## src/rtl/vote_result_reporter.sv

```systemverilog
// Result reporter downstream of voting_machine: audits vote_done pulses against the
// live tallies, snapshots them on poll close and streams a 4-byte record (header, v0, v1, status).
module vote_result_reporter #(
    parameter int         CW            = 8,
    parameter int         SETTLE_CYCLES = 2,
    parameter logic [7:0] HEADER        = 8'hA5
) (
    input  logic          clk,
    input  logic          reset,
    input  logic [CW-1:0] votes0,
    input  logic [CW-1:0] votes1,
    input  logic          vote_done,
    input  logic          close_poll,
    input  logic          tx_ready,
    output logic          poll_open,
    output logic          tx_valid,
    output logic [7:0]    tx_data,
    output logic          winner,
    output logic          tie,
    output logic [CW-1:0] margin,
    output logic          audit_error,
    output logic          result_valid
);

    typedef enum logic [2:0] {
        S_OPEN   = 3'd0,
        S_SETTLE = 3'd1,
        S_SNAP   = 3'd2,
        S_SEND   = 3'd3,
        S_DONE   = 3'd4
    } state_t;

    state_t        state, state_nxt;
    logic [CW:0]   pulse_cnt;
    logic          sat;
    logic          late_vote;
    logic [3:0]    settle_cnt;
    logic [1:0]    byte_idx;
    logic [CW-1:0] v0_snap, v1_snap;
    logic [CW:0]   tally_sum;
    logic          accept;
    logic          settle_last;
    logic          counting;
    logic          late_pulse;

    function automatic logic [CW:0] sat_inc(input logic [CW:0] v);
        return (&v) ? v : v + 1'b1;
    endfunction

    function automatic logic [CW-1:0] abs_diff(input logic [CW-1:0] a, input logic [CW-1:0] b);
        logic signed [CW:0] d;
        d = $signed({1'b0, a}) - $signed({1'b0, b});
        return d[CW] ? CW'(-d) : d[CW-1:0];
    endfunction

    function automatic logic [7:0] status_byte(input logic w, input logic t, input logic a,
                                               input logic l, input logic s);
        return {3'b000, s, l, a, t, w};
    endfunction

    assign accept      = tx_valid & tx_ready;
    assign settle_last = (settle_cnt == 4'(SETTLE_CYCLES - 1));
    assign counting    = vote_done && (state == S_OPEN || state == S_SETTLE);
    assign late_pulse  = vote_done && (state == S_SNAP || state == S_SEND || state == S_DONE);
    assign tally_sum   = {1'b0, votes0} + {1'b0, votes1};
    assign poll_open   = (state == S_OPEN);

    always_ff @(posedge clk) begin
        if (reset) state <= S_OPEN;
        else       state <= state_nxt;
    end

    always_comb begin
        state_nxt = state;
        case (state)
            S_OPEN:   if (close_poll) state_nxt = S_SETTLE;
            S_SETTLE: if (settle_last) state_nxt = S_SNAP;
            S_SNAP:   state_nxt = S_SEND;
            S_SEND:   if (accept && byte_idx == 2'd3) state_nxt = S_DONE;
            S_DONE:   state_nxt = S_DONE;
            default:  state_nxt = S_OPEN;
        endcase
    end

    always_ff @(posedge clk) begin
        if (reset) begin
            pulse_cnt    <= '0;
            sat          <= 1'b0;
            late_vote    <= 1'b0;
            settle_cnt   <= '0;
            byte_idx     <= '0;
            v0_snap      <= '0;
            v1_snap      <= '0;
            tx_valid     <= 1'b0;
            tx_data      <= '0;
            winner       <= 1'b0;
            tie          <= 1'b0;
            margin       <= '0;
            audit_error  <= 1'b0;
            result_valid <= 1'b0;
        end else begin
            if (counting) begin
                pulse_cnt <= sat_inc(pulse_cnt);
                if (&sat_inc(pulse_cnt)) sat <= 1'b1;
            end
            if (late_pulse) late_vote <= 1'b1;
            settle_cnt <= (state == S_SETTLE) ? settle_cnt + 4'd1 : 4'd0;

            case (state)
                // snapshot boundary: tallies frozen, verdict and first byte registered together
                S_SNAP: begin
                    v0_snap      <= votes0;
                    v1_snap      <= votes1;
                    winner       <= (votes1 > votes0);
                    tie          <= (votes0 == votes1);
                    margin       <= abs_diff(votes0, votes1);
                    audit_error  <= (pulse_cnt != tally_sum);
                    result_valid <= 1'b1;
                    tx_valid     <= 1'b1;
                    tx_data      <= HEADER;
                    byte_idx     <= 2'd0;
                end
                // send boundary: next byte loads only on a completed handshake
                S_SEND: begin
                    if (accept) begin
                        byte_idx <= byte_idx + 2'd1;
                        case (byte_idx)
                            2'd0:    tx_data <= 8'(v0_snap);
                            2'd1:    tx_data <= 8'(v1_snap);
                            // a late pulse coinciding with this edge still makes the status
                            2'd2:    tx_data <= status_byte(winner, tie, audit_error,
                                                            late_vote | late_pulse, sat);
                            default: tx_valid <= 1'b0;
                        endcase
                    end
                end
                default: ;
            endcase
        end
    end

endmodule

```

## config.mk

```make
export PLATFORM = sky130hd
export DESIGN_NAME = vote_result_reporter
export DESIGN_NICKNAME = d
export VERILOG_FILES = /design/src/rtl/vote_result_reporter.sv
export SDC_FILE = /design/constraint.sdc
export NUM_CORES = 1
export LEC_CHECK = 0
export ABC_CLOCK_PERIOD_IN_PS = 3100
export CAP_MARGIN = 20
export CORE_ASPECT_RATIO = 0.5
export CORE_UTILIZATION = 31
export CTS_CLUSTER_DIAMETER = 200
export DETAILED_ROUTE_END_ITERATION = 7
export PLACE_DENSITY = 0.56
export SKIP_LAST_GASP = 1
export SYNTH_ARGS = -nofsm -noshare
export SYNTH_HDL_FRONTEND = slang
export SYNTH_SLANG_ARGS = --single-unit
```

## constraint.sdc

```tcl
create_clock -name clk -period 3.1 [get_ports clk]
set_input_delay 0.93 -clock clk [delete_from_list [all_inputs] [get_ports clk]]
set_output_delay 0.93 -clock clk [all_outputs]
set_load 0.1 [all_outputs]
```

==> results.sh, run 1 <==
export IMPL_postCtsHoldBufs=0
export IMPL_vias=3278
export IMPL_grt_antenna_before_repair=0
export IMPL_p_clk_share_pct=44.6
export IMPL_grt_max_degree=39
export IMPL_root_buffer="clkbuf_16"
export IMPL_start_util_pct=32.3
export IMPL_insertion_delay_ps=330
export IMPL_timing_final_crit_period_ps=3020
export IMPL_relSlewSlack_pct=35.6
export IMPL_status="finished clean"
export IMPL_setup_viol=0
export IMPL_holdWs_ps=452
export IMPL_final_area_mm2=0.00467
export IMPL_gp_congestion=0.870
export IMPL_synth_nets=481
export IMPL_p_switching_uw=632
export IMPL_fillers=1135
export IMPL_fmax_mhz=332
export IMPL_finalSetupTns_ps=0
export IMPL_power_internal_mw=1.68
export IMPL_grt_pass1_wl_um=15600
export IMPL_p_sw_share_pct=27.4
export IMPL_syn_to_final_growth_pct=29.3
export IMPL_crit_required_ps=3310
export IMPL_clock_path_buffers=2
export IMPL_postSynthCellCount=434
export IMPL_numCtsBuffers=9
export IMPL_die_w_um=155
export IMPL_yosysSeqAreaShare_pct=31.6
export IMPL_h_tree_depth=3
export IMPL_yosysMostFrequentCell="dfxtp_1"
export IMPL_yosysUniqueCellTypes=66
export IMPL_fin_skew_ps=5.73
export IMPL_syn_area_per_cell_um2=8.32
export IMPL_path_max_fanout=5
export IMPL_cpPeakStageDelay_ps=500
export IMPL_track_usage_pct=16.8
export IMPL_yosys_most_used_dff="dfxtp_1"
export IMPL_vias_per_cell=4.90
export IMPL_worstPathCellList="clkdlybuf4s50_1 -> inv_1 -> ha_1 -> nor4b_4 -> a2111o_1 -> nor3_2 -> o2111ai_1 -> a211oi_1 -> nor4_2"
export IMPL_rsz0062_at_grt="true"
export IMPL_postPlaceCellArea_mm2=0.00433
export IMPL_yosys_top_cells_count="57 x dfxtp_1, 50 x nand2_1, 44 x a21oi_1, 34 x nor2_1"
export IMPL_core_mm2=0.0112
export IMPL_peakVddDrop_v=0.000210
export IMPL_die_area_mm2=0.0121
export IMPL_grt_overflow=0
export IMPL_p_comb_share_pct=21.9
export IMPL_worstPathArrival_ps=3230
export IMPL_synth_edf_count=0
export IMPL_first_iter_violations=139
export IMPL_path_class="input port to flop"
export IMPL_leakagePower_nw=1.85
export IMPL_drcViolationCount=0
export IMPL_max_cap_viol_count=0
export IMPL_ant_nets=0
export IMPL_synth_area_leaders="dfxtp_1 32%, ha_1 8.3%, a21oi_1 6.1%"
export IMPL_firstDrtPassIters=4
export IMPL_hpwl_um=7350
export IMPL_yosysWarnings=0
export IMPL_port_buffers=42
export IMPL_cts_sinks=57
export IMPL_die_y_um=78.3
export IMPL_cpMaxStageDelayCell="clkdlybuf4s50_1"
export IMPL_synth_top_area_cell="dfxtp_1"
export IMPL_layout_drive_gt1_share_pct=21.8
export IMPL_worst_slew_pin_slew_ps=958
export IMPL_ios=43
export IMPL_synth_area_mm2=0.00361
export IMPL_synth_seq_cells=57
export IMPL_rows=27
export IMPL_finalHoldViolations=0
export IMPL_nets=553
export IMPL_powerDensity_mw_per_mm2=494
export IMPL_grt_pass1_vias=3024
export IMPL_critical_path_startpoint_type="input port"
export IMPL_yosys_area_top_type_share_pct=31.6
export IMPL_async_reset_ff_share_pct=0
export IMPL_power_mw=2.31
export IMPL_post_route_period_util_pct=97.3
export IMPL_cts_tree="built"
export IMPL_clk_pin_slew_ps=50
export IMPL_hold_path_class="flop to flop"
export IMPL_setup_worst_path_end_class="flop"
export IMPL_diodes=0
export IMPL_routed_wl_um=9600
export IMPL_avgRoutedWirePerCell_um=14.3
export IMPL_sequentialPowerShare_pct=33.6
export IMPL_slew_viol_final=0
==> flip-flops by register name, indices dropped and copies added, names as in the netlist, 2 cells and up <==
| register | count |
|---|---|
| pulse_cnt | 9 |
| margin | 8 |
| tx_data | 8 |
| v0_snap | 8 |
| v1_snap | 8 |
| settle_cnt | 4 |
| state | 3 |
| byte_idx | 2 |
==> repair_timing <==
item	4_1_cts	5_1_grt
setup endpoints to repair	0	6
hold endpoints to repair	0	0
resized for setup	0	9
buffers inserted	0	0
==> cell type report <==
class | count | area [um2] | area share, %
Timing Repair Buffer | 92 | 736 | 15.8
Inverter | 24 | 90.1 | 1.93
Sequential cell | 57 | 1140 | 24.4
Clock buffer | 13 | 280 | 6.00
Tap cell | 159 | 199 | 4.26
Clock inverter | 2 | 35.0 | 0.750
Multi-Input combinational cell | 322 | 2190 | 46.9
==> worst max-delay path, delay by kind of cell <==
family / cells / cell delay (ps)
AOI/OAI and AO/OA: 3 / 940
adders and majority gates: 1 / 340
buffers and inverters: 2 / 550
and+or+nand+nor: 3 / 460
==> cells by family after synthesis <==
family	synth area share (%)
AOI/OAI and AO/OA	21.6
buffers and inverters	8.69
adders and majority gates	9.42
DFF	31.6
and+or+nand+nor	21.3
muxes	0.277
xor gates and xnor gates	7.03
==> cell usage in the layout, fill, tap and decap left out, types with 6 or more instances in the layout <==
cell and instances:
a211oi_1 9, clkbuf_16 9, o211ai_1 11, inv_1 24, nor3_1 16, nand2_1 50
nand3_1 11, a21oi_1 44, ha_1 24, dfxtp_1 57, buf_4 72, clkdlybuf4s50_1 19
xor2_1 14, xnor2_1 14, o21ai_0 7, nand4_1 6, nor2_1 34
==> per-layer routing <==
metal,share of wire [%],wire length [um],GRT usage (%),vias to the layer above
met5,0,0,0,-
met4,1.3,124,5.45,0
met3,3.5,334,3.75,9
met2,43,4100,25.3,44
met1,52,5040,23.5,1540
li1,-,-,-,1685
==> path summary, 6_finish.rpt <==
path	start	to	slack (ps)	cells after the start
worst max register to register	byte_idx[1]	tx_data[0]	900	6
worst min-delay path	v0_snap[7]	v0_snap[7]	450	2
worst min register to register	v0_snap[7]	v0_snap[7]	450	2
worst max-delay path	votes1[6]	margin[7]	80	9
==> per-stage QoR <==
step	utilization, %	cells	setup WS, ps
floorplan	-	434	228
global placement	38.7	654	-289
detailed placement	38.7	654	-311
CTS	41.5	669	29.1
global route	41.8	669	-23.3
finish	41.8	669	84.7
==> power groups by stage <==
stage          logic, mW  registers [mW]  clock network [mW]
2_1_floorplan      0.284           0.833                   0
3_3_place_gp       0.494           0.789                   0
3_5_place_dp       0.494           0.789                   0
4_1_cts            0.497           0.774                1.05
5_1_grt            0.551           0.776                1.09
6_report           0.505           0.775                1.03
Note: power is estimated with default switching activity, not from simulation.
==> run 2: changes to the inputs <==
- CAP_MARGIN: 20 -> 10
==> results of run 2 <==
Final layout, timing and power as in run 1 (identical DEF).
==> run 3: changes to the inputs <==
- SLEW_MARGIN: default -> 30
==> run 3 against run 2 <==
  * Design area grew 0.11%
  * Non-clock buffer count is the same
  * Worst setup slack gained 8.0 ps
  * Sequential cell count is the same
  * Clock power is essentially flat
  * Count of clock-buffer cells in the layout is the same
  * Worst hold slack gained 0.89 ps
  * Die area is the same
  * Routed wire length is the same
  * Fmax grew 0.27%
  * Register-to-register slack gained 40 ps
  * Clock skew grew 1.1 ps
  * Critical path type unchanged
==> results.sh, run 3 (same netlist as run 1, synthesis figures left out) <==
export IMPL_status="finished clean"
export IMPL_gp_congestion=0.870
export IMPL_numCtsBuffers=9
export IMPL_start_util_pct=32.3
export IMPL_first_iter_violations=151
export IMPL_cpMaxStageDelayCell="clkdlybuf4s50_1"
export IMPL_clk_pin_slew_ps=50
export IMPL_rsz0062_at_grt="true"
export IMPL_fmax_mhz=333
export IMPL_grt_antenna_before_repair=0
export IMPL_clock_path_buffers=2
export IMPL_h_tree_depth=3
export IMPL_crit_required_ps=3310
export IMPL_path_class="input port to flop"
export IMPL_cpPeakStageDelay_ps=500
export IMPL_nets=553
export IMPL_final_area_mm2=0.00468
export IMPL_powerDensity_mw_per_mm2=494
export IMPL_cts_sinks=57
export IMPL_ant_nets=0
export IMPL_ios=43
export IMPL_postPlaceCellArea_mm2=0.00433
export IMPL_largest_register="pulse_cnt"
export IMPL_routed_wl_um=9600
export IMPL_root_buffer="clkbuf_16"
export IMPL_post_route_period_util_pct=97.0
export IMPL_grt_overflow=0
export IMPL_setup_worst_path_end_class="flop"
export IMPL_slew_viol_final=0
export IMPL_worst_slew_pin_slew_ps=709
export IMPL_peakVddDrop_v=0.000211
export IMPL_multi_input_area_mm2=0.00219
export IMPL_grt_pass1_wl_um=15600
export IMPL_drcViolationCount=0
export IMPL_port_buffers=42
export IMPL_leakagePower_nw=1.85
export IMPL_setup_viol=0
export IMPL_worstPathCellList="clkdlybuf4s50_1 -> inv_1 -> ha_1 -> nor4b_4 -> a2111o_1 -> nor3_2 -> o2111ai_1 -> a211oi_1 -> nor4_2"
export IMPL_cts_tree="built"
export IMPL_largest_reg_flops=9
export IMPL_syn_to_final_growth_pct=29.4
export IMPL_max_cap_viol_count=0
export IMPL_hpwl_um=7350
export IMPL_core_mm2=0.0112
export IMPL_grt_max_degree=39
export IMPL_die_w_um=155
export IMPL_die_area_mm2=0.0121
export IMPL_relSlewSlack_pct=52.8
export IMPL_fin_skew_ps=6.85
export IMPL_fin_util_pct=41.8
export IMPL_path_max_fanout=5
export IMPL_rows=27
export IMPL_holdWs_ps=453
export IMPL_firstDrtPassIters=4
export IMPL_timing_final_crit_period_ps=3010
export IMPL_avgRoutedWirePerCell_um=14.3
export IMPL_postCtsHoldBufs=0
export IMPL_cts_setup_buffers=0
export IMPL_seqCellArea_mm2=0.00114
export IMPL_hold_path_class="flop to flop"
export IMPL_most_common_layout_cells="72 x buf_4, 57 x dfxtp_1, 50 x nand2_1"
export IMPL_vias=3277
export IMPL_die_y_um=78.3
export IMPL_track_usage_pct=16.8
export IMPL_layout_drive_gt1_share_pct=22.0
export IMPL_fillers=1132
export IMPL_finalHoldViolations=0
export IMPL_grt_pass1_vias=3024
export IMPL_worstPathArrival_ps=3220
export IMPL_vias_per_cell=4.90
export IMPL_insertion_delay_ps=330
export IMPL_diodes=0
export IMPL_layout_cells_most_common="buf_4"
export IMPL_critical_path_startpoint_type="input port"
==> run 3: changes by cell type in the layout (fill, tap and decap cells not counted) <==
cell / change
o31ai_2: +1
o31ai_1: -1
==> run 3: layout make-up <==
type	instances	area share (%)
Multi-Input combinational cell	322	46.9
Sequential cell	57	24.4
Timing Repair Buffer	92	15.7
Clock buffer	13	5.99
Tap cell	159	4.25
Inverter	24	1.93
Clock inverter	2	0.749
==> run 3: stage by stage <==
| step | cells | power, mW | setup WS, ps | TNS [ps] |
|---|---|---|---|---|
| 4_1_cts | 669 | 2.32 | 29.1 | 0 |
| 3_5_place_dp | 654 | 1.28 | -311 | -1810 |
| 2_1_floorplan | 434 | 1.12 | 228 | 0 |
| 5_1_grt | 669 | 2.42 | -23.3 | -38.6 |
| 3_3_place_gp | 654 | 1.28 | -289 | -1720 |
| 6_report | 669 | 2.31 | 92.7 | 0 |
==> run 3: per-layer routing <==
metal	share of wire [%]	GRT usage (%)	vias to the layer above	wire length, um
met5	0	0	-	0
met4	1.3	5.45	0	129
met3	4.7	3.75	11	454
met2	43	25.3	55	4090
met1	51	23.5	1524	4920
li1	-	-	1687	-
==> run 3: worst paths after layout <==
kind	from	slack [ps]	cells past startpoint	endpoint
worst max-delay path	votes1[6]	90	9	margin[7]
worst min-delay path	v0_snap[7]	450	2	v0_snap[7]
worst max register to register	state[1]	940	6	audit_error
worst min register to register	v0_snap[7]	450	2	v0_snap[7]
==> run 3: critical path: cells and delay by family <==
family          cells  cell delay (ps)
compound gates      3              940
buf+inv             2              550
simple gates        3              460
fa+ha+maj           1              340
==> run 3: timing repair <==
item                                    in CTS  in global routing
endpoints found under the setup margin       0                  6
hold endpoints to repair                     0                  0
resized for setup                            0                  9
==> run 3: report_power, final <==
part / leakage [nW] / internal [mW] / switching (mW)
Combinational: 1.23 / 0.222 / 0.284
Clock: 0.158 / 0.702 / 0.328
Sequential: 0.461 / 0.753 / 0.0219
